$ cat config.mk
export PLATFORM = sky130hd
export DESIGN_NAME = simd_proc_frontend
export DESIGN_NICKNAME = d
export VERILOG_FILES = /design/src/rtl/simd_proc_frontend_pkg.sv /design/src/rtl/simd_fe_handshake.sv /design/src/rtl/simd_proc_frontend.sv
export SDC_FILE = /design/constraint.sdc
export NUM_CORES = 1
export LEC_CHECK = 0
export CAP_MARGIN = 20
export CORE_MARGIN = 5
export CORE_UTILIZATION = 35
export DETAILED_ROUTE_END_ITERATION = 8
export GPL_ROUTABILITY_DRIVEN = 0
export PLACE_DENSITY = 0.66
export SLEW_MARGIN = 20
export SYNTH_ARGS = -nofsm -noshare
export SYNTH_HDL_FRONTEND = slang
export SYNTH_SLANG_ARGS = --single-unit
export TNS_END_PERCENT = 1
$ cat constraint.sdc
create_clock -name i_clk -period 3 [get_ports i_clk]
set_input_delay 0.45 -clock i_clk [delete_from_list [all_inputs] [get_ports i_clk]]
set_output_delay 0.45 -clock i_clk [all_outputs]
set_load 0.005 [all_outputs]
$ cat src/rtl/simd_proc_frontend_pkg.sv
// Shared types for the SIMD processor receive front end: instruction phases,
// the instruction beat carried from the issuer, and the front-end FSM states.
`ifndef INSTR_PAYLOAD_W
`define INSTR_PAYLOAD_W 32
`endif

package simd_proc_frontend_pkg;

    typedef enum logic [1:0] {
        LD1   = 2'd0,
        LD2   = 2'd1,
        INFO  = 2'd2,
        STORE = 2'd3
    } instr_kind_e;

    typedef struct packed {
        instr_kind_e                 kind;
        logic [`INSTR_PAYLOAD_W-1:0] payload;
    } instr_t;

    typedef enum logic [2:0] {
        ST_IDLE,
        ST_RX,
        ST_ACK_HOLD,
        ST_START,
        ST_RUN,
        ST_DONE
    } fe_state_e;

    // Phases arrive in enum order; STORE wraps back to LD1.
    function automatic instr_kind_e next_kind(input instr_kind_e k);
        return instr_kind_e'(k + 2'd1);
    endfunction

endpackage

$ cat src/rtl/simd_fe_handshake.sv
// Four-phase level receiver: strobes a capture when an accepted beat arrives,
// holds ack until enable is seen low, and flags that en-low cycle.
module simd_fe_handshake (
    input  logic i_clk,
    input  logic i_rstn,
    input  logic i_en,
    input  logic i_accept,
    output logic o_capture,
    output logic o_en_low,
    output logic o_ack
);

    logic ack_q;

    // Masking with ack_q keeps a held enable from re-capturing the same beat.
    assign o_capture = i_en & i_accept & ~ack_q;
    assign o_en_low  = ack_q & ~i_en;
    assign o_ack     = ack_q;

    always_ff @(posedge i_clk or negedge i_rstn) begin
        if (!i_rstn) begin
            ack_q <= 1'b0;
        end else if (o_capture) begin
            ack_q <= 1'b1;
        end else if (o_en_low) begin
            ack_q <= 1'b0;
        end
    end

endmodule

$ cat src/rtl/simd_proc_frontend.sv
// Per-slot receive stage behind the issuer: collects LD1/LD2/INFO/STORE,
// launches the core and holds finish until the issuer acknowledges it.
// Optional core watchdog: define SIMD_FE_TIMEOUT_EN.
module simd_proc_frontend
    import simd_proc_frontend_pkg::*;
#(
    parameter int unsigned ADDR_W      = 16,
    parameter int unsigned INFO_W      = 8,
    parameter int unsigned TIMEOUT_CYC = 1024
) (
    input  logic              i_clk,
    input  logic              i_rstn,
    input  logic              i_en,
    input  instr_t            i_instr,
    output logic              o_ack,
    output logic              o_busy,
    output logic              o_finish,
    input  logic              i_finish_ack,
    output logic              o_core_start,
    output logic [ADDR_W-1:0] o_core_op1,
    output logic [ADDR_W-1:0] o_core_op2,
    output logic [INFO_W-1:0] o_core_info,
    output logic [ADDR_W-1:0] o_core_wb,
    input  logic              i_core_done,
    output logic              o_err
);

    fe_state_e         state_q, state_d;
    instr_kind_e       ptr_q;
    logic [ADDR_W-1:0] op1_q, op2_q, wb_q;
    logic [INFO_W-1:0] info_q;
    logic              busy_q, err_q;
    logic              rx_state, kind_ok, proto_err;
    logic              capture, en_low;
    logic              tmo_hit;
    logic              unused_cfg;

    assign rx_state  = (state_q == ST_IDLE) || (state_q == ST_RX);
    assign kind_ok   = (i_instr.kind == ptr_q);
    assign proto_err = rx_state & i_en & ~kind_ok;

    simd_fe_handshake u_hs (
        .i_clk     (i_clk),
        .i_rstn    (i_rstn),
        .i_en      (i_en),
        .i_accept  (rx_state & kind_ok),
        .o_capture (capture),
        .o_en_low  (en_low),
        .o_ack     (o_ack)
    );

`ifdef SIMD_FE_TIMEOUT_EN
    localparam int TW = $clog2(TIMEOUT_CYC + 1);
    logic [TW-1:0] tmo_cnt_q;

    // Counts from 0 in the START cycle, so the hit lands on the last RUN cycle
    // and finish appears exactly TIMEOUT_CYC cycles after START.
    always_ff @(posedge i_clk or negedge i_rstn) begin
        if (!i_rstn) begin
            tmo_cnt_q <= '0;
        end else if (state_q == ST_START || state_q == ST_RUN) begin
            tmo_cnt_q <= tmo_cnt_q + 1'b1;
        end else begin
            tmo_cnt_q <= '0;
        end
    end

    assign tmo_hit    = (state_q == ST_RUN) && !i_core_done &&
                        (tmo_cnt_q == TW'(TIMEOUT_CYC - 1));
    assign unused_cfg = ^i_instr.payload;
`else
    assign tmo_hit    = 1'b0;
    assign unused_cfg = ^{i_instr.payload, TIMEOUT_CYC};
`endif

    always_ff @(posedge i_clk or negedge i_rstn) begin
        if (!i_rstn) begin
            state_q <= ST_IDLE;
        end else begin
            state_q <= state_d;
        end
    end

    always_comb begin
        state_d = state_q;
        case (state_q)
            ST_IDLE, ST_RX: if (capture) state_d = ST_ACK_HOLD;
            ST_ACK_HOLD:    if (en_low) state_d = (ptr_q == STORE) ? ST_START : ST_RX;
            ST_START:       state_d = ST_RUN;
            ST_RUN:         if (i_core_done || tmo_hit) state_d = ST_DONE;
            ST_DONE:        if (i_finish_ack) state_d = ST_IDLE;
            default:        state_d = ST_IDLE;
        endcase
    end

    always_comb begin
        o_core_start = 1'b0;
        o_finish     = 1'b0;
        case (state_q)
            ST_START: o_core_start = 1'b1;
            ST_DONE:  o_finish     = 1'b1;
            default:  ;
        endcase
    end

    always_ff @(posedge i_clk or negedge i_rstn) begin
        if (!i_rstn) begin
            ptr_q  <= LD1;
            op1_q  <= '0;
            op2_q  <= '0;
            info_q <= '0;
            wb_q   <= '0;
            busy_q <= 1'b0;
            err_q  <= 1'b0;
        end else begin
            if (capture) begin
                case (ptr_q)
                    LD1: begin
                        op1_q  <= i_instr.payload[ADDR_W-1:0];
                        busy_q <= 1'b1;
                    end
                    LD2:   op2_q  <= i_instr.payload[ADDR_W-1:0];
                    INFO:  info_q <= i_instr.payload[INFO_W-1:0];
                    STORE: wb_q   <= i_instr.payload[ADDR_W-1:0];
                    default: ;
                endcase
            end
            if (state_q == ST_ACK_HOLD && en_low) begin
                ptr_q <= next_kind(ptr_q);
            end
            if (state_q == ST_DONE && i_finish_ack) begin
                busy_q <= 1'b0;
                ptr_q  <= LD1;
            end
            if (proto_err || tmo_hit) begin
                err_q <= 1'b1;
            end
        end
    end

    assign o_busy      = busy_q;
    assign o_err       = err_q;
    assign o_core_op1  = op1_q;
    assign o_core_op2  = op2_q;
    assign o_core_info = info_q;
    assign o_core_wb   = wb_q;

endmodule

Word level (Yosys, flattened, before mapping)
Cells that the tools add are included.
{"block": "op_classes", "n_addsub": 1, "eq_ne": 13, "mux": 15, "bitwise_logic": 9, "n_reduce_logical": 16}
{"operator": "$pmux W3 S5", "n": 1}
{"operator": "$mux W3", "n": 4}
{"operator": "$reduce_and A2 Y1", "n": 5}
{"operator": "$ne A2 B2 Y1 const B", "n": 4}
{"operator": "$reduce_bool A2 Y1", "n": 4}
{"operator": "$mux W1", "n": 7}
{"operator": "$and A1 B1 Y1", "n": 6}
{"operator": "$eq A3 B2 Y1 const B", "n": 2}
{"operator": "$eq A3 B3 Y1 const B", "n": 2}
{"operator": "$mux W2", "n": 3}
{"operator": "$eq A2 B2 Y1 const B", "n": 2}
{"operator": "$reduce_and A4 Y1", "n": 1}
{"operator": "$eq A3 B1 Y1 const B", "n": 1}
{"operator": "$logic_not A3 Y1", "n": 1}
{"operator": "$not A1 Y1", "n": 3}
{"operator": "$add A2 B1 Y2 const B", "n": 1}
{"operator": "$eq A2 B1 Y1 const B", "n": 1}
{"operator": "$eq A2 B2 Y1", "n": 1}
{"operator": "$logic_and A1 B1 Y1", "n": 2}
{"operator": "$logic_not A2 Y1", "n": 1}
{"operator": "$reduce_or A2 Y1", "n": 1}
{"operator": "$logic_or A1 B1 Y1", "n": 1}
{"block": "totals", "ff_bits": 64, "input_bits": 39, "word_cells": 63}

Longest topological paths before layout
Gate-level depths: netlist of run 1.
{"block": "depth", "ltp_word": 7, "depth_mapped": 5, "ltp_nobuf": 4}

Modules after synthesis
From an unflattened synthesis of run 1, not the netlist that was laid out.
{"block": "hier_totals", "hier_cells": 169, "area_unflattened_um2": 2776.4}
{"mod": "simd_proc_frontend", "instances": 1, "cells_per_inst": 165, "area_each_um2": 2725.1}
{"mod": "simd_fe_handshake", "instances": 1, "cells_per_inst": 4, "area_each_um2": 51.3}

Worst setup path after synthesis of run 1
Ideal clock, no wire load.
{"block": "synth_timing", "kind": "register -> register", "from": "register state_q[1]", "to": "register op1_q[10], in the netlist o_core_op1[10]", "setup_time_ps": 125, "arrival_ps": 1682, "path_slack_ps": 1193, "stages_incl_launch_ff": 5, "path_buffers": 1, "synth_period_minus_slack_ps": 1807, "path_cell_list": "dfrtp_1 > nor4b_4 > nand4_4 > buf_6 > mux2_4"}
{"block": "synth_between", "elab_chain_cells": 6}
{"item": "start: declaration", "line_no": "simd_proc_frontend.sv:28", "text": "fe_state_e state_q, state_d;"}
{"item": "start signal: assignment", "line_no": "simd_proc_frontend.sv:80", "text": "state_q <= state_d;"}
{"item": "$eq A3 B1 Y1 or $logic_not A3 Y1 (tied branches)", "line_no": "simd_proc_frontend.sv:38", "text": "assign rx_state = (state_q == ST_IDLE) || (state_q == ST_RX);"}
{"item": "$logic_or A1 B1 Y1 (*)", "line_no": "simd_proc_frontend.sv:38"}
{"item": "$and A1 B1 Y1 (*)", "line_no": "simd_proc_frontend.sv:46", "text": ".i_accept (rx_state & kind_ok),"}
{"item": "$and A1 B1 Y1 (*) (2 in a row)", "line_no": "simd_fe_handshake.sv:16", "text": "assign o_capture = i_en & i_accept & ~ack_q;"}
{"item": "$reduce_and A2 Y1 (no source line) (*)"}
{"item": "end signal: assignment", "line_no": "simd_proc_frontend.sv:119", "text": "op1_q <= i_instr.payload[ADDR_W-1:0];"}
{"item": "end: declaration", "line_no": "simd_proc_frontend.sv:30", "text": "logic [ADDR_W-1:0] op1_q, op2_q, wb_q;"}
Every way passes the cells marked *; elsewhere a longest branch is shown, timed or not.
A chain may end at the register's enable or synchronous reset.

Final worst setup path of run 1
{"block": "layout_timing", "from": "register state_q[0]", "to": "output port o_core_start"}
{"block": "layout_between", "elab_chain_cells": 2}
{"item": "$eq A3 B2 Y1", "line_no": "simd_proc_frontend.sv:99", "text": "case (state_q)"}
{"item": "$mux W1", "line_no": "simd_proc_frontend.sv:99"}
{"item": "end: declaration", "line_no": "simd_proc_frontend.sv:19", "text": "output logic o_core_start,"}
Every way passes these cells.

==> results.txt, run 1 <==
Among all stages on the critical path, the largest delay is contributed by sky130_fd_sc_hd__clkdlybuf4s50_1. Kind of start point of the critical path: a flop. The maximum clock rate is 446 MHz. The floorplan step defined a die boundary enclosing 9620 sq um. The compound-gate portion of the synthesized area is 2.76%, and the count of cells along the worst register-to-register path is 4. The power density relative to cell area is 858 nW/um^2. The final count of pins violating max slew was 0; the detailed placer's ending HPWL was 4190 um. The mux contribution to synthesized area works out to 26.0%.

In this run the most used layer during global routing was met2. The critical path required time was 2.55 ns; the average detailed-routed wire length per instance was 16.0 um. Yosys mapped the design onto 28 distinct sky130hd cell types. The pin count of the biggest net entering global routing is 36. The share of final-layout standard cells stronger than drive strength 1 works out to 32.8%. The netlist area before placement is 2720 sq um. The initial utilization of the core area, before any placement, comes to 35.5%. The detailed router finished its first iteration with 37 violations. Of the total synthesized cell area, the portion taken by full adders, half adders and majority gates is 1.84%. The H-tree generated during clock tree synthesis spans 3 levels. The core region is 7650 sq um.

The arrival time of the worst setup path came out at 1.79 ns. After Yosys synthesis, and, or, nand and nor cells account for 7.14% of the synthesized area. Clock tree synthesis inserted a total of 9 buffers. The root buffer cell chosen for the clock tree is sky130_fd_sc_hd__clkbuf_8. The dominant combinational cell family by area after synthesis was multiplexers. The critical path class is flop to primary output. The yosys synthesis warning count is 0. The worst-margin pin slew is 0.775 ns, and the count of state elements after synthesis is 64. In this run the tightest slew margin relative to its limit is 48.3%. In the global route stage, met3 resource usage came out at 5.64%. The portion of the clock cycle consumed by the worst path in the final layout works out to 74.7%.

The run gives 59.0% as the sequential area share after synthesis. The quantity of I/O buffers inserted on ports came out at 83. STA classifies the critical path endpoint as a primary output. For this run the aggregate overflow at the end of global routing stands at 0.

The relative area change from synthesis to final layout was 44.3%. The smallest clock period supported by the final layout is computed as 2.24 ns. The flow ran to the end, and the final reports show no timing, DRC or antenna violations.

After clock tree synthesis, the clock-pin slew on the worst setup and hold paths is 0.07 ns. The finished cells cover 3920 sq um. The signal on the critical path passes through inv_1 -> nor3b_1 -> clkdlybuf4s50_1. The largest single stage delay on the critical path is 0.55 ns. Net switching is 27.1% of the power.

The worst hold path belongs to the class input port to async pin. The share of total power dissipated in sequential elements is 39.8%. The number of placed cells counting well taps is 354, and the count of antenna diodes in the layout is 0. For the post-synthesis net count, the log shows 210.

The post-CTS setup buffer count was 0. The run gives 3690 sq um as the placed cell area. Of all nets on the critical path, the largest fanout is 10. Quantity of hold-fixing buffers added after cts: 0.

Pin placement for this block handled 100 I/O pins. Summing the areas of all xor and xnor instances in the mapped netlist gives 1.20% of the synthesized area. The later pin in the worst-skew pair is clocked with a latency of 0.34 ns. On the final layout, the worst clock skew is 0.00757 ns. Before antenna repair, the detailed router went through 4 iterations. After synthesis, the mean cell area works out to 16.3 sq um. The design draws 0.00336 W. The final layout contains routed wiring with a total length of 5940 um. The number of buffers between clock root and the deepest sink is 2. Once detail routing completed, the nets flagged for antenna violations numbered 0. Per report_power, the combinational group accounts for 35.1% of the total.

The analysis attributes to net switching a power of 0.000911 W. Setup violations remaining at the end of the flow were counted as 0. The initial antenna violation count is 0, and the global-route total usage across every layer is 13.2%. The tools report the hold violation total from the final report as 0. TritonCTS built the clock tree. Total vias in the final route: 1,745. The clock group share of total power was 25.1%; the final core area utilization was 51.2%.

After the last flow step, the layout net total stands at 306. The number of maximum-capacitance violations is 0, and the met2 capacity usage during global routing is 19.9%. Counting every instance in the synthesized netlist gives 167.

The tools report the met1 usage in global routing as 16.4%. The die is 98.1 um tall. Gates resized during post-CTS repair numbered 0. Maximum VDD drop: 0.000364 V.

The width of the chip was 98.1 um. The run gives 0 as the total DRC errors in the routed layout. Setup repair after global routing left no endpoint under its margin.

Summed over all cells, the static leakage comes to 1.81 nW. After the flow finishes, the layout carries non-filler instances totaling 370. Dividing the detail-routed via count by the number of cells gives 4.72. The design internal power was 0.00245 W.

The total number of clock tree sinks was 64; the wire length of the first global-routing pass was 9980 um. The tools report the number of global-route vias before repair as 1,878. The floorplan has 32 rows. After routing, the total negative slack on setup checks comes to 0 ns.
critical path: cells and delay by family, from the launching register on:
family | cells | cell delay, ns
and+or+nand+nor | 1 | 0.28
buffers and inverters | 2 | 0.67
DFF | 1 | 0.49
Yosys cell counts (all sizes together):
library cell  number  share of area [%]
nand2b             3               0.69
nand3              2               0.37
mux2              56                 26
or4bb              1               0.41
nand3b             1               0.28
nand2              1               0.14
xnor2              2                1.2
o21ai              2               0.37
or3                1               0.23
nor3b              1               0.28
a31o               1               0.32
and3b              1               0.32
nand4              4                2.8
a21boi             1               0.28
ha                 4                1.8
dfrtp             64                 59
and2               1               0.23
nor4b              1               0.88
a311o              1               0.37
inv                5               0.69
nor2               2               0.28
clkbuf             1               0.14
a21oi              6                1.1
buf                3                1.2
or2                1               0.23
o311ai             1               0.32
layout by cell type (no fill, tap or decap), types with 4 or more instances in the layout:
cell type	n
sky130_fd_sc_hd__clkbuf_8	10
sky130_fd_sc_hd__ha_1	4
sky130_fd_sc_hd__buf_4	5
sky130_fd_sc_hd__dfrtp_1	64
sky130_fd_sc_hd__a21oi_1	6
sky130_fd_sc_hd__clkdlybuf4s50_1	82
sky130_fd_sc_hd__mux2_4	20
sky130_fd_sc_hd__mux2_2	36
sky130_fd_sc_hd__inv_1	5
power groups by stage:
stage / combinational, W / sequential, W / clock, W
after detailed placement: 0.00120 / 0.00135 / 0
after floorplan: 0.000498 / 0.00134 / 0
after global placement: 0.00118 / 0.00135 / 0
after CTS: 0.00121 / 0.00134 / 0.000868
final: 0.00118 / 0.00134 / 0.000844
after global routing: 0.00128 / 0.00138 / 0.000903
registers in the layout, indices dropped and copies added, names as in the netlist:
signal and count:
o_busy 1, o_core_op2 16, state_q 3, u_hs.o_ack 1, ptr_q 2, o_core_wb 16
o_core_op1 16, o_err 1, o_core_info 8
layer usage:
| layer | up-vias | wire length, um |
|---|---|---|
| met4 | 0 | 122 |
| li1 | 789 | - |
| met5 | - | 0 |
| met1 | 880 | 2550 |
| met3 | 12 | 482 |
| met2 | 64 | 2780 |
final timing paths:
check	from	slack, ns	endpoint
max	state_q[0]	0.76	o_core_start
min	i_rstn	0.18	state_q[2]
max reg2reg	state_q[1]	0.93	o_core_op1[13]
min reg2reg	o_err	0.49	o_err
max in group asynchronous	i_rstn	2.10	o_core_wb[13]
min in group i_clk	o_err	0.49	o_err
layout make-up:
| type | instances | area [sq um] |
|---|---|---|
| Timing Repair Buffer | 89 | 883 |
| Inverter | 5 | 18.8 |
| Clock inverter | 6 | 91.3 |
| Clock buffer | 10 | 138 |
| Sequential cell | 64 | 1600 |
| Multi-Input combinational cell | 94 | 1060 |
| Tap cell | 102 | 128 |
| Fill cell | 688 | 3730 |
through the flow:
step / setup slack, ns / hold slack (ns)
after global placement: 0.453 / 0.459
final: 0.760 / 0.181
after global routing: 0.577 / 0.237
after floorplan: 1.19 / 0.154
after detailed placement: 0.440 / 0.462
after CTS: 0.760 / 0.193
cells by family (layout without fill, tap and decap cells):
kind of cell             after synthesis  after routing
AO/OA/AOI/OAI                         12             12
multiplexers                          56             56
buffers and inverters                  9            110
XOR/XNOR                               2              2
adder cells (fa/ha/maj)                4              4
flip-flops                            64             64
AND/OR/NAND/NOR                       20             20
Power figures use the tool's default switching activity.
==> run 2: changes to the inputs <==
--- a/config.mk
+++ b/config.mk
@@ -10,7 +10,7 @@
 export CORE_UTILIZATION = 35
 export DETAILED_ROUTE_END_ITERATION = 8
 export GPL_ROUTABILITY_DRIVEN = 0
-export PLACE_DENSITY = 0.66
+export PLACE_DENSITY = 0.68
 export SLEW_MARGIN = 20
 export SYNTH_ARGS = -nofsm -noshare
 export SYNTH_HDL_FRONTEND = slang
==> constraint.sdc (replaced) <==
create_clock -name i_clk -period 1.97 [get_ports i_clk]
set_input_delay 0.2955 -clock i_clk [delete_from_list [all_inputs] [get_ports i_clk]]
set_output_delay 0.2955 -clock i_clk [all_outputs]
set_load 0.005 [all_outputs]
==> run 2 against run 1 <==
Final area is 1.8% higher. Worst setup slack worse by 0.66 ns. Sequential power is 52% higher. Wire length is 0.77% higher. Total power is 48% higher. Via count is 0.57% lower. Clock power is 32% higher. Register-to-register slack worse by 0.77 ns. Critical path depth is 1 lower. Sequential cell count stayed put. Hold slack better by 0.29 ns.
==> results.txt, run 2 (synthesized netlist as in run 1, its figures left out) <==
The power density relative to cell area works out to 1250 nW/um^2 (was 858 nW/um^2). Number of DRC markers after the initial detailed-route iteration: 38 (was 37). The logs give 4 (unchanged) for the number of detailed-routing iterations run before antenna repair and 1.85 nW (was 1.81 nW) for the reported leakage power.

Setup repair after global routing left no endpoint under its margin. The starting utilization of the core area is 35.5% (unchanged), and the maximum clock rate is 534 MHz. The flow ran to the end, and the final reports show no timing, DRC or antenna violations. Top library cells by usage in the layout, fill and taps aside: 82 x sky130_fd_sc_hd__clkdlybuf4s50_1, 64 x sky130_fd_sc_hd__dfrtp_1, 36 x sky130_fd_sc_hd__mux2_2, 20 x sky130_fd_sc_hd__mux2_4, 9 x sky130_fd_sc_hd__clkbuf_8 (was 82 x sky130_fd_sc_hd__clkdlybuf4s50_1, 64 x sky130_fd_sc_hd__dfrtp_1, 36 x sky130_fd_sc_hd__mux2_2, 20 x sky130_fd_sc_hd__mux2_4, 10 x sky130_fd_sc_hd__clkbuf_8).

For the hold violation total from the final report, the log shows 0 (unchanged). Subtracting the final worst setup slack from the clock period gives 1.87 ns. The logs give 376 (was 370) for the final cell count without fillers and 9 (unchanged) for the number of buffers created by CTS.

Portion of the clock cycle consumed by the worst path in the final layout: 95.0%. The tools report the number of setup violations in the final report as 0 (unchanged). The total number of clock tree sinks came out at 64 (unchanged).

The tools report the root buffer cell as sky130_fd_sc_hd__clkbuf_8 (unchanged). The maximum net fanout on the critical path works out to 7 (was 10). The number of buffers between clock root and the deepest sink was 2 (unchanged); the count of standard-cell rows was 32 (unchanged). The logs give 5980 um (was 5940 um) for the wire length reported by the detailed router and 9870 um (was 9980 um) for the wire length of the first global-routing pass. The number of global-route vias before repair was 1,884 (was 1,878); the final cell area excluding filler cells was 3990 sq um (was 3920 sq um).

TritonCTS built the clock tree. The logs give 0 (unchanged) for the total grt overflow and 1,735 (was 1,745) for the total vias in the final route. The tools report the kind of start point of the critical path as a flop (unchanged). The critical path class is flop to primary output (unchanged).

The run gives 9620 sq um (unchanged) as the overall die area. The mean number of vias per cell was 4.61 (was 4.72); the number of placed cells counting well taps was 359 (was 354). The quantity of I/O buffers inserted on ports came out at 83 (unchanged). Most common cell after layout, fill and taps aside: sky130_fd_sc_hd__clkdlybuf4s50_1 (unchanged).

Number of maximum-capacitance violations: 0 (unchanged). Element type at the critical path end: a primary output (unchanged). The run gives 3780 sq um (was 3690 sq um) as the placed cell area. The maximum VDD drop was 0.000681 V (was 0.000364 V); the count of antenna diodes in the layout was 0 (unchanged).

The logs give 13.0% (was 13.2%) for the global-route total usage across every layer and 0.00684 ns (was 0.00757 ns) for the worst setup skew after layout. The post-CTS setup buffer count was 0 (unchanged); the number of levels in the clock H-tree was 3 (unchanged). Average detailed-routed wire length per instance: 15.9 um (was 16.0 um). For the critical path required time, the log shows 1.67 ns (was 2.55 ns). Relative area change from synthesis to final layout: 46.9% (was 44.3%). The pin count of the biggest net entering global routing came out at 65 (was 36).

The logs give 0 (unchanged) for the total DRC errors in the routed layout and 59.4% (was 48.3%) for the headroom to the max-slew limit. The arrival time of the worst setup path is 1.58 ns (was 1.79 ns), and the initial antenna violation count is 0 (unchanged). The final core area utilization was 52.1% (was 51.2%).

The width of the chip was 98.1 um (unchanged); the detailed placer's ending HPWL was 4170 um (was 4190 um). The core outline area was 7650 sq um (unchanged); the insertion delay to the later sink of the worst-skew pair was 0.33 ns (was 0.34 ns). The share of final-layout standard cells stronger than drive strength 1 is 34.3% (was 32.8%), and the final antenna-violating net count is 0 (unchanged).

The run gives 0 (unchanged) as the final count of pins violating max slew. The run gives 100 (unchanged) as the number of primary I/O pins. The die extent in y was 98.1 um (unchanged); the clock input transition at the sequential cells of the worst setup and hold paths was 0.07 ns (about the same). The worst-margin pin slew works out to 0.606 ns (was 0.775 ns).

For the total number of nets in the final design, the log shows 312 (was 306). The path category of the worst min-delay check is flop to flop (was input port to async pin).
## run 2: cell type report
class	count	area, sq um
Fill cell	670	3660
Timing Repair Buffer	95	981
Inverter	5	18.8
Clock inverter	7	72.6
Multi-Input combinational cell	94	1060
Sequential cell	64	1600
Tap cell	102	128
Clock buffer	9	124
## run 2: worst paths after layout
check                            from  depth (start not counted)             to  slack (ns)
max                        state_q[2]                          2       o_finish         0.1
min reg2reg                     o_err                          1          o_err        0.47
min                             o_err                          1          o_err        0.47
max reg2reg                  ptr_q[0]                          4  o_core_wb[14]        0.16
min in group asynchronous      i_rstn                          3         o_busy        0.50
max in group asynchronous      i_rstn                          3  o_core_op2[1]        1.19
## run 2: routing by layer
layer  GRT usage, %  share of wire, %
met5              0                 0
met4           5.75              0.80
met3           4.86               7.3
met2           18.6                46
met1           17.7                46
## run 2: stage by stage
step,TNS (ns),hold slack (ns),power [W],setup slack [ns]
6_report,0,0.474,0.00498,0.0975
5_1_grt,0,0.508,0.00527,0.0418
4_1_cts,0,0.479,0.00507,0.0108
3_5_place_dp,-4.88,0.339,0.00392,-0.113
3_3_place_gp,-2.87,0.337,0.00387,-0.0743
2_1_floorplan,0,-0.0000911,0.00280,0.163
## run 2: where the power goes
part	switching (W)	internal, W
logic	0.000584	0.00126
clock network	0.000523	0.000583
registers	0.000288	0.00175
total	0.00140	0.00359
## run 2: what timing repair did
action / CTS / global route
setup endpoints to repair: 0 / 1
gates resized for setup: 0 / 1
hold endpoints to repair: 64 / 0
hold buffers: 1 / 0
## run 2: worst max-delay path: stages (launching register included)
cell and delay, ns:
sky130_fd_sc_hd__dfrtp_1 0.51, sky130_fd_sc_hd__and3b_1 0.23, sky130_fd_sc_hd__clkdlybuf4s50_1 0.50
==> run 3: changes to the inputs <==
--- a/config.mk
+++ b/config.mk
@@ -8,6 +8,7 @@
 export CAP_MARGIN = 20
 export CORE_MARGIN = 5
 export CORE_UTILIZATION = 35
+export CTS_BUF_LIST = sky130_fd_sc_hd__clkbuf_4 sky130_fd_sc_hd__clkbuf_8
 export DETAILED_ROUTE_END_ITERATION = 8
 export GPL_ROUTABILITY_DRIVEN = 0
 export PLACE_DENSITY = 0.68
==> results of run 3 <==
No change in the layout: final DEF, timing and power equal those of run 2.
